==> config.mk <==
export PLATFORM = sky130hd
export DESIGN_NAME = uart_rx_fifo
export DESIGN_NICKNAME = d
export VERILOG_FILES = /design/src/rtl/uart_rx_fifo.sv
export SDC_FILE = /design/constraint.sdc
export NUM_CORES = 1
export LEC_CHECK = 0
export CAP_MARGIN = 40
export CORE_UTILIZATION = 40
export DETAILED_ROUTE_END_ITERATION = 10
export HOLD_SLACK_MARGIN = 0.05
export PLACE_DENSITY = 0.64
export SLEW_MARGIN = 20
export SYNTH_ARGS = -nofsm -noshare
export SYNTH_HDL_FRONTEND = slang
export SYNTH_SLANG_ARGS = --single-unit
==> constraint.sdc <==
create_clock -name clk -period 2.65 [get_ports clk]
set_input_delay 0.3975 -clock clk [delete_from_list [all_inputs] [get_ports clk]]
set_output_delay 0.3975 -clock clk [all_outputs]
set_load 0.01 [all_outputs]
==> src/rtl/uart_rx_fifo.sv <==
// Receive-side fetch engine and FWFT byte FIFO for the uart EPC wrapper.
// Define UART_RX_FIFO_ERR_DROP_EN to drop bytes captured with PE/FE/OE set.
module uart_rx_fifo #(
  parameter int unsigned DEPTH_LOG2    = 4,
  parameter int unsigned STROBE_CYCLES = 2,
  parameter int unsigned RDA_TIMEOUT   = 1023
) (
  input  logic                  clk,
  input  logic                  nRST,
  input  logic [7:0]            rx_data,
  input  logic [7:0]            rx_status,
  output logic                  uart_nCS,
  output logic                  uart_nRD,
  input  logic                  rd_en,
  output logic [7:0]            rd_data,
  output logic                  empty,
  output logic                  full,
  output logic [DEPTH_LOG2:0]   count,
  input  logic                  clr,
  output logic [2:0]            err_sticky,
  output logic                  timeout_sticky,
  output logic [7:0]            drop_cnt
);

  localparam int unsigned Depth = 2 ** DEPTH_LOG2;
  localparam int unsigned SCW   = $clog2(STROBE_CYCLES);
  localparam int unsigned TOW   = $clog2(RDA_TIMEOUT + 1);

  typedef enum logic [1:0] {StIdle, StStrobe, StRelease, StWait} state_e;

  state_e          state_q;
  logic            strobe_n_q;
  logic [SCW-1:0]  strb_cnt_q;
  logic [TOW-1:0]  wait_cnt_q;
  logic [7:0]      data_q;
  logic [2:0]      err_q;

  logic [DEPTH_LOG2:0] wptr_q, wptr_d, rptr_q, rptr_d;
  logic [2:0]          err_sticky_q, err_sticky_d;
  logic                timeout_q, timeout_d;
  logic [7:0]          mem_q [Depth];

  logic rda, wait_done, push_req, timeout_hit, drop, push, pop;
  logic [DEPTH_LOG2-1:0] waddr;
  logic unused_status;

  assign rda           = rx_status[0];
  assign unused_status = ^rx_status[4:1];
  assign wait_done     = (wait_cnt_q == TOW'(RDA_TIMEOUT - 1));
  assign push_req      = (state_q == StWait) && !rda;
  assign timeout_hit   = (state_q == StWait) && rda && wait_done;

  always_ff @(posedge clk or negedge nRST) begin
    if (!nRST) begin
      state_q    <= StIdle;
      strobe_n_q <= 1'b1;
      strb_cnt_q <= '0;
      wait_cnt_q <= '0;
      data_q     <= '0;
      err_q      <= '0;
    end else begin
      unique case (state_q)
        StIdle: begin
          if (rda && !full) begin
            state_q    <= StStrobe;
            strobe_n_q <= 1'b0;
            strb_cnt_q <= '0;
          end
        end
        StStrobe: begin
          if (strb_cnt_q == '0) begin
            data_q <= rx_data;
            err_q  <= rx_status[7:5];
          end
          if (strb_cnt_q == SCW'(STROBE_CYCLES - 1)) begin
            state_q    <= StRelease;
            strobe_n_q <= 1'b1;
          end
          strb_cnt_q <= strb_cnt_q + SCW'(1);
        end
        StRelease: begin
          state_q    <= StWait;
          wait_cnt_q <= '0;
        end
        StWait: begin
          if (!rda || wait_done) state_q <= StIdle;
          else                   wait_cnt_q <= wait_cnt_q + TOW'(1);
        end
        default: state_q <= StIdle;
      endcase
    end
  end

  assign uart_nCS = strobe_n_q;
  assign uart_nRD = strobe_n_q;

`ifdef UART_RX_FIFO_ERR_DROP_EN
  logic [7:0] drop_cnt_q;
  assign drop = |err_q;

  always_ff @(posedge clk or negedge nRST) begin
    if (!nRST) begin
      drop_cnt_q <= '0;
    end else if (clr) begin
      drop_cnt_q <= '0;
    end else if (push_req && drop && drop_cnt_q != 8'hFF) begin
      drop_cnt_q <= drop_cnt_q + 8'd1;
    end
  end
  assign drop_cnt = drop_cnt_q;
`else
  assign drop     = 1'b0;
  assign drop_cnt = 8'h00;
`endif

  assign push = push_req && !drop;
  assign pop  = rd_en && !empty && !clr;
  // A push coinciding with clr lands in slot 0 of the freshly emptied FIFO.
  assign waddr = clr ? '0 : wptr_q[DEPTH_LOG2-1:0];

  always_comb begin
    wptr_d       = wptr_q;
    rptr_d       = rptr_q;
    err_sticky_d = err_sticky_q;
    timeout_d    = timeout_q;
    if (clr) begin
      wptr_d       = '0;
      rptr_d       = '0;
      err_sticky_d = '0;
      timeout_d    = 1'b0;
    end else if (pop) begin
      rptr_d = rptr_q + 1'b1;
    end
    if (push)        wptr_d       = wptr_d + 1'b1;
    if (push_req)    err_sticky_d = err_sticky_d | err_q;
    if (timeout_hit) timeout_d    = 1'b1;
  end

  always_ff @(posedge clk or negedge nRST) begin
    if (!nRST) begin
      wptr_q       <= '0;
      rptr_q       <= '0;
      err_sticky_q <= '0;
      timeout_q    <= 1'b0;
    end else begin
      wptr_q       <= wptr_d;
      rptr_q       <= rptr_d;
      err_sticky_q <= err_sticky_d;
      timeout_q    <= timeout_d;
    end
  end

  always_ff @(posedge clk) begin
    if (push) mem_q[waddr] <= data_q;
  end

  assign count          = wptr_q - rptr_q;
  assign empty          = (wptr_q == rptr_q);
  assign full           = (wptr_q[DEPTH_LOG2] != rptr_q[DEPTH_LOG2]) &&
                          (wptr_q[DEPTH_LOG2-1:0] == rptr_q[DEPTH_LOG2-1:0]);
  assign rd_data        = empty ? 8'h00 : mem_q[rptr_q[DEPTH_LOG2-1:0]];
  assign err_sticky     = err_sticky_q;
  assign timeout_sticky = timeout_q;

endmodule

### Word level (Yosys, flattened, before mapping)

Memories as Yosys holds them, arrays and structs flattened.
Cells that the tools add are included.
Widths: inputs -> output; s select.

| storage, ports and cells | value |
|---|---|
| flip-flop bits (word level) | 39 |
| memory bits (writable) | 128 |
| input port bits | 20 |
| output and inout bits | 29 |
| word-level logic and storage cells | 73 |
| memories | 1 |

| operators by class | value |
|---|---|
| add/sub/neg operators | 5 |
| eq/ne operators | 11 |
| muxes and demuxes | 22 |
| bitwise logic cells | 2 |
| reduce and logical (&&, ||, !) cells | 22 |

Memory list:

| memory | words | bits a word | rd ports | clocked after memory_dff | write ports | line | source |
|---|---|---|---|---|---|---|---|
| mem_q | 16 | 8 | 1 | 0 | 1 | 41 | `logic [7:0] mem_q [Depth];` |

Operators with widths:

| kind | count |
|---|---|
| $mux 5 | 4 |
| $pmux 10 s2 | 1 |
| $add 10x1->10 const B | 1 |
| $add 5x1->5 const B | 2 |
| $eq 10x10->1 const B | 1 |
| $mux 10 | 1 |
| $mux 8 | 1 |
| $pmux 2 s4 | 1 |
| $reduce_bool 2->1 | 4 |
| $logic_and 1x1->1 | 7 |
| $mux 1 | 6 |
| $mux 2 | 3 |
| $mux 3 | 2 |
| $ne 2x2->1 const B | 3 |
| $reduce_and 2->1 | 3 |
| $reduce_and 3->1 | 2 |
| $eq 5x5->1 | 1 |
| $sub 5x5->5 | 1 |
| $eq 2x2->1 const B | 2 |
| $eq 4x4->1 | 1 |
| $logic_not 1->1 | 4 |
| $mux 4 | 1 |
| $pmux 1 s2 | 2 |
| $or 3x3->3 | 1 |
| 7 further kinds | 7 |

### Depth between registers and ports, before layout

| depth | value |
|---|---|
| word-level depth | 6 |
| mapped depth | 8 |
| depth with buffers taken out | 7 |

### Worst setup path after synthesis

OpenSTA, ideal clock, no wires.

| path | value |
|---|---|
| path type | register to register |
| start point | register rptr_q[3] |
| end point | register state_q[1] |
| library setup time | 0.125 ns |
| arrival | 2.456 ns |
| data required time | 2.525 ns |
| setup slack | 0.069 ns |
| stages on the path, launching flop included | 8 |
| path through | dfrtp_1 -> inv_2 -> buf_1 -> ha_1 -> nand4_1 -> o21ai_1 -> a211oi_1 -> mux2_2 |

| between the ends | value |
|---|---|
| word-level cells in the longest chain between the ends | 6 |

RTL lines:

| item | line | source |
|---|---|---|
| start, declared | 38 | `logic [DEPTH_LOG2:0] wptr_q, wptr_d, rptr_q, rptr_d;` |
| start signal, assigned | 147 | `rptr_q <= rptr_d;` |
| $eq 4x4->1 | 160 | `(wptr_q[DEPTH_LOG2-1:0] == rptr_q[DEPTH_LOG2-1:0]);` |
| $logic_and 1x1->1 | 159 | `assign full = (wptr_q[DEPTH_LOG2] != rptr_q[DEPTH_LOG2]) &&` |
| $logic_not 1->1 | 64 | `if (rda && !full) begin` |
| $logic_and 1x1->1 | 64 |  |
| $ne 2x2->1 (no source line) | - |  |
| $reduce_and 3->1 (no source line) | - |  |
| end signal, assigned | 65 | `state_q <= StStrobe;` |
| end signal, assigned | 76 | `state_q <= StRelease;` |
| end signal, assigned | 82 | `state_q <= StWait;` |
| end, declared | 31 | `state_e state_q;` |

No other way between the ends.
A chain may end at the register's enable or synchronous reset.

### Final worst setup path

| path | value |
|---|---|
| start point | register rptr_q[0] |
| end point | output port rd_data[6] |

| between the ends | value |
|---|---|
| word-level cells in the longest chain between the ends | 2 |
| elaborated cells on any way between the ends | 3 |
| classes of those cells | eq/ne: 1; mux: 1; memory: 1 |

RTL lines:

| item | line | source |
|---|---|---|
| $mem_v2 16x8 / $eq 5x5->1 (equally long branches) | - |  |
| $mux 8 * | 161 | `assign rd_data = empty ? 8'h00 : mem_q[rptr_q[DEPTH_LOG2-1:0]];` |
| end, declared | 15 | `output logic [7:0] rd_data,` |

Every way passes the cells marked *; elsewhere a longest branch is shown, timed or not.

==> flow_summary_export.csv <==
group,metric,value,unit
sta,clock_skew,0.01054,ns
floorplanning,die_w,135.0,um
floorplanning,num_rows,48,
clock_network,clkLatencyLatePin,0.42,ns
job,max_cap_viol_count,0,
synthesis,ys.flop_type,"edfxtp_1",
place,place_area,7908,um^2
floorplanning,die_area,18230,um^2
finish,final_cells,743,
synthesis,synth_cell_types,47,
synthesis,yosys-top-cells-area,"edfxtp_1 (54%), dfrtp_1 (13%), mux4_2 (10%)",
synthesis,ys_async_sr_fraction,0.2335,
floorplanning,chipHeight,135.0,um
run_status,status,"complete, no violations",
sta,setup_viol,0,
worst_setup_path,slowest_stage,"mux4_2",
grt,grt_use_met3,0.04129,
power_and_ir_drop,cellLeakagePower,3.159,nW
clock_network,clock_sinks,167,
clock_network,htree_levels,4,
drt,drtIter0Drc,262,
drt,drtAntennaViolNets,0,
worst_setup_path,startpoint_type,"flip-flop",
drt,vias,3797,
grt,grtUsageTotal,0.1689,
clock_network,root_buffer,"clkbuf_16",
place,hpwlAfterDp,9.373,mm
finish,final_area,8631,um^2
grt,gr-max-usage-layer,"met2",
sta,setup_slack,0.04221,ns
drt,routed_wirelength,14.11,mm
sta,rsz0062_at_grt,"true",
worst_setup_path,slowest_delay,0.55,ns
synthesis,synth_area_leader_cell,"edfxtp_1",
synthesis,synth_seq_cells,167,
power_and_ir_drop,powerDensity,952.2,nW/um^2
sta,hold_viol,0,
grt,grt_pass1_wl,22.15,mm
clock_network,numCtsBuffers,17,
worst_setup_path,arrival,2.21,ns
drt,drtPass1Iterations,5,
synthesis,syn_avg_cell_area,16.66,um^2
finish,num_antenna_cells,0,
floorplanning,io_pins,49,
hold_path,hold_class,"in2async",
sta,worstMarginPinSlew,0.5881,ns
floorplanning,core-area,17300,um^2
sta,max_slew_margin,0.6079,
worst_setup_path,critical_path.top_delay_family,"multiplexers",
worst_setup_path,path_cells,"buf_4 -> bufbuf_16 -> mux4_2 -> mux2i_4 -> o22ai_1 -> buf_2",
synthesis,syn_inst,425,
sta,fin_crit,2.608,ns
finish,nNetsFinal,542,
synthesis,synth_edf_count,128,
worst_setup_path,cp_max_fo,5,
sta,drv_slew,0,
sta,timing.setup.tns,0,ns
synthesis,yosys_warnings,0,
grt,antenna_found_initial,0,
place,place_inst,702,
power_and_ir_drop,ir_worst_vdd,0.0004503,V
drt,drcViolationCount,0,
finish,syn_to_final_growth,21.92,%
worst_setup_path,worst-path-buf-inv,3,
synthesis,netlist_area,7079,um^2
place,port_buffers,36,
synthesis,netlist.area_leader.share,0.5429,
grt,grt_max_degree,36,
drt,via_per_inst,5.110,
worst_setup_path,end_kind,"primary output",
clock_network,ctsLongestPathBuffers,2,
finish,drive_gt1_frac,0.2645,
floorplanning,start_util,0.4093,
worst_setup_path,required,2.25,ns
place,preCtsSetupSlack,0.1021,ns
sta,hold_ws,0.4714,ns
grt,met1_usage,0.2270,
clock_network,cts_tree,"built",
clock_network,clkTransAtPathRegs,0.06,ns
grt,overflow,0,
worst_setup_path,worst-setup-path-type,"reg2out",
place,gp_congestion,0.7979,
drt,wl_per_cell,19.00,um
grt,use_met2,0.2755,
synthesis,ys_seq_area_frac,0.6810,
sta,fin_crit_sh,0.9841,
grt,grt_pass1_vias,3961,
sta,fmax,383.5,MHz
==> routing by layer <==
metal  up-vias  routed length, um
met2        83               6927
met3        10                710
li1       1793                  -
met1      1911               6359
met4         0                116
met5         -                  0
==> flip-flops by register name (all words and copies together) (netlist names) <==
signal	flops
wait_cnt_q	10
rptr_q	5
data_q	8
err_q	3
state_q	2
mem_q	128
strb_cnt_q	1
uart_nCS	1
err_sticky	3
timeout_sticky	1
wptr_q	5
==> area by class of cell <==
type / instances / area, um^2
timing repair buffer: 77 / 748.2
fill: 1446 / 8666
clock inverter: 15 / 147.6
inverter: 21 / 78.83
clock buffer: 17 / 425.4
sequential: 167 / 4822
multi-input combinational: 221 / 2127
tap: 225 / 281.5
==> stage by stage <==
stage,total power [mW],util
finish,8.218,0.4990
global route,8.608,0.4990
CTS,8.300,0.4989
detailed placement,5.786,0.4572
global placement,5.690,0.4556
floorplan,4.822,-
==> report_power, final <==
part           internal (mW)  leakage (nW)  switching, mW
sequential              3.34          1.66          0.425
clock                   1.39         0.289          0.999
combinational           1.12          1.21          0.949
total                   5.84          3.16           2.37
==> path summary, 6_finish.rpt <==
path                                             from                   endpoint  slack, ns  cells after the start
worst max-delay path            rptr_q[0]$_DFFE_PN0P_                 rd_data[6]       0.04                      6
worst min-delay path                             nRST  wait_cnt_q[6]$_DFFE_PN0P_       0.47                      2
worst max register to register    wptr_q[2]$_DFF_PN0_     state_q[1]$_DFFE_PN0P_       0.44                      6
worst min register to register   err_q[0]$_DFFE_PN0P_    err_sticky[0]$_DFF_PN0_       0.49                      2
max in group asynchronous                        nRST       uart_nCS$_DFFE_PN1P_       1.63                      3
min in group clk                 err_q[0]$_DFFE_PN0P_    err_sticky[0]$_DFF_PN0_       0.49                      2
==> synth_stat cells, types with 7 or more instances <==
library cell,n
edfxtp_1,128
dfrtp_1,38
mux4_2,32
nor2_1,27
inv_1,20
mux2i_1,18
ha_1,16
nand2_1,13
mux2_2,12
buf_4,9
o21ai_0,8
o22ai_1,8
xnor2_1,8
a21oi_1,7
==> cells by family (layout without fill, tap and decap cells) <==
group | Yosys count | count (layout) | share of synthesized area
flops | 167 | 167 | 0.6810
buf+inv | 44 | 130 | 0.03004
simple gates | 71 | 71 | 0.04914
compound gates | 51 | 51 | 0.04702
xor+xnor | 12 | 12 | 0.01485
mux | 62 | 62 | 0.1463
other cells | 1 | 8 | 0.0005297
fa+ha+maj | 17 | 17 | 0.03111
==> repair_timing <==
| action | 4_1_cts | 5_1_grt |
|---|---|---|
| gates cloned | 2 | 0 |
| pin swaps | 4 | 3 |
| buffers inserted | 6 | 0 |
| setup endpoints to repair | 14 | 8 |
| hold buffers | 1 | 0 |
| hold endpoints to repair | 19 | 0 |
| resized for setup | 43 | 7 |
==> placed cells by master, fill, tap and decap left out, types with 12 or more instances in the layout <==
| master | instances |
|---|---|
| edfxtp_1 | 128 |
| dfrtp_1 | 37 |
| mux4_2 | 32 |
| buf_4 | 32 |
| nor2_1 | 27 |
| clkdlybuf4s50_1 | 21 |
| inv_1 | 20 |
| clkbuf_16 | 17 |
| ha_1 | 15 |
| nand2_1 | 13 |
| mux2i_1 | 13 |
| mux2_2 | 12 |
Note: power is estimated with default switching activity, not from simulation.
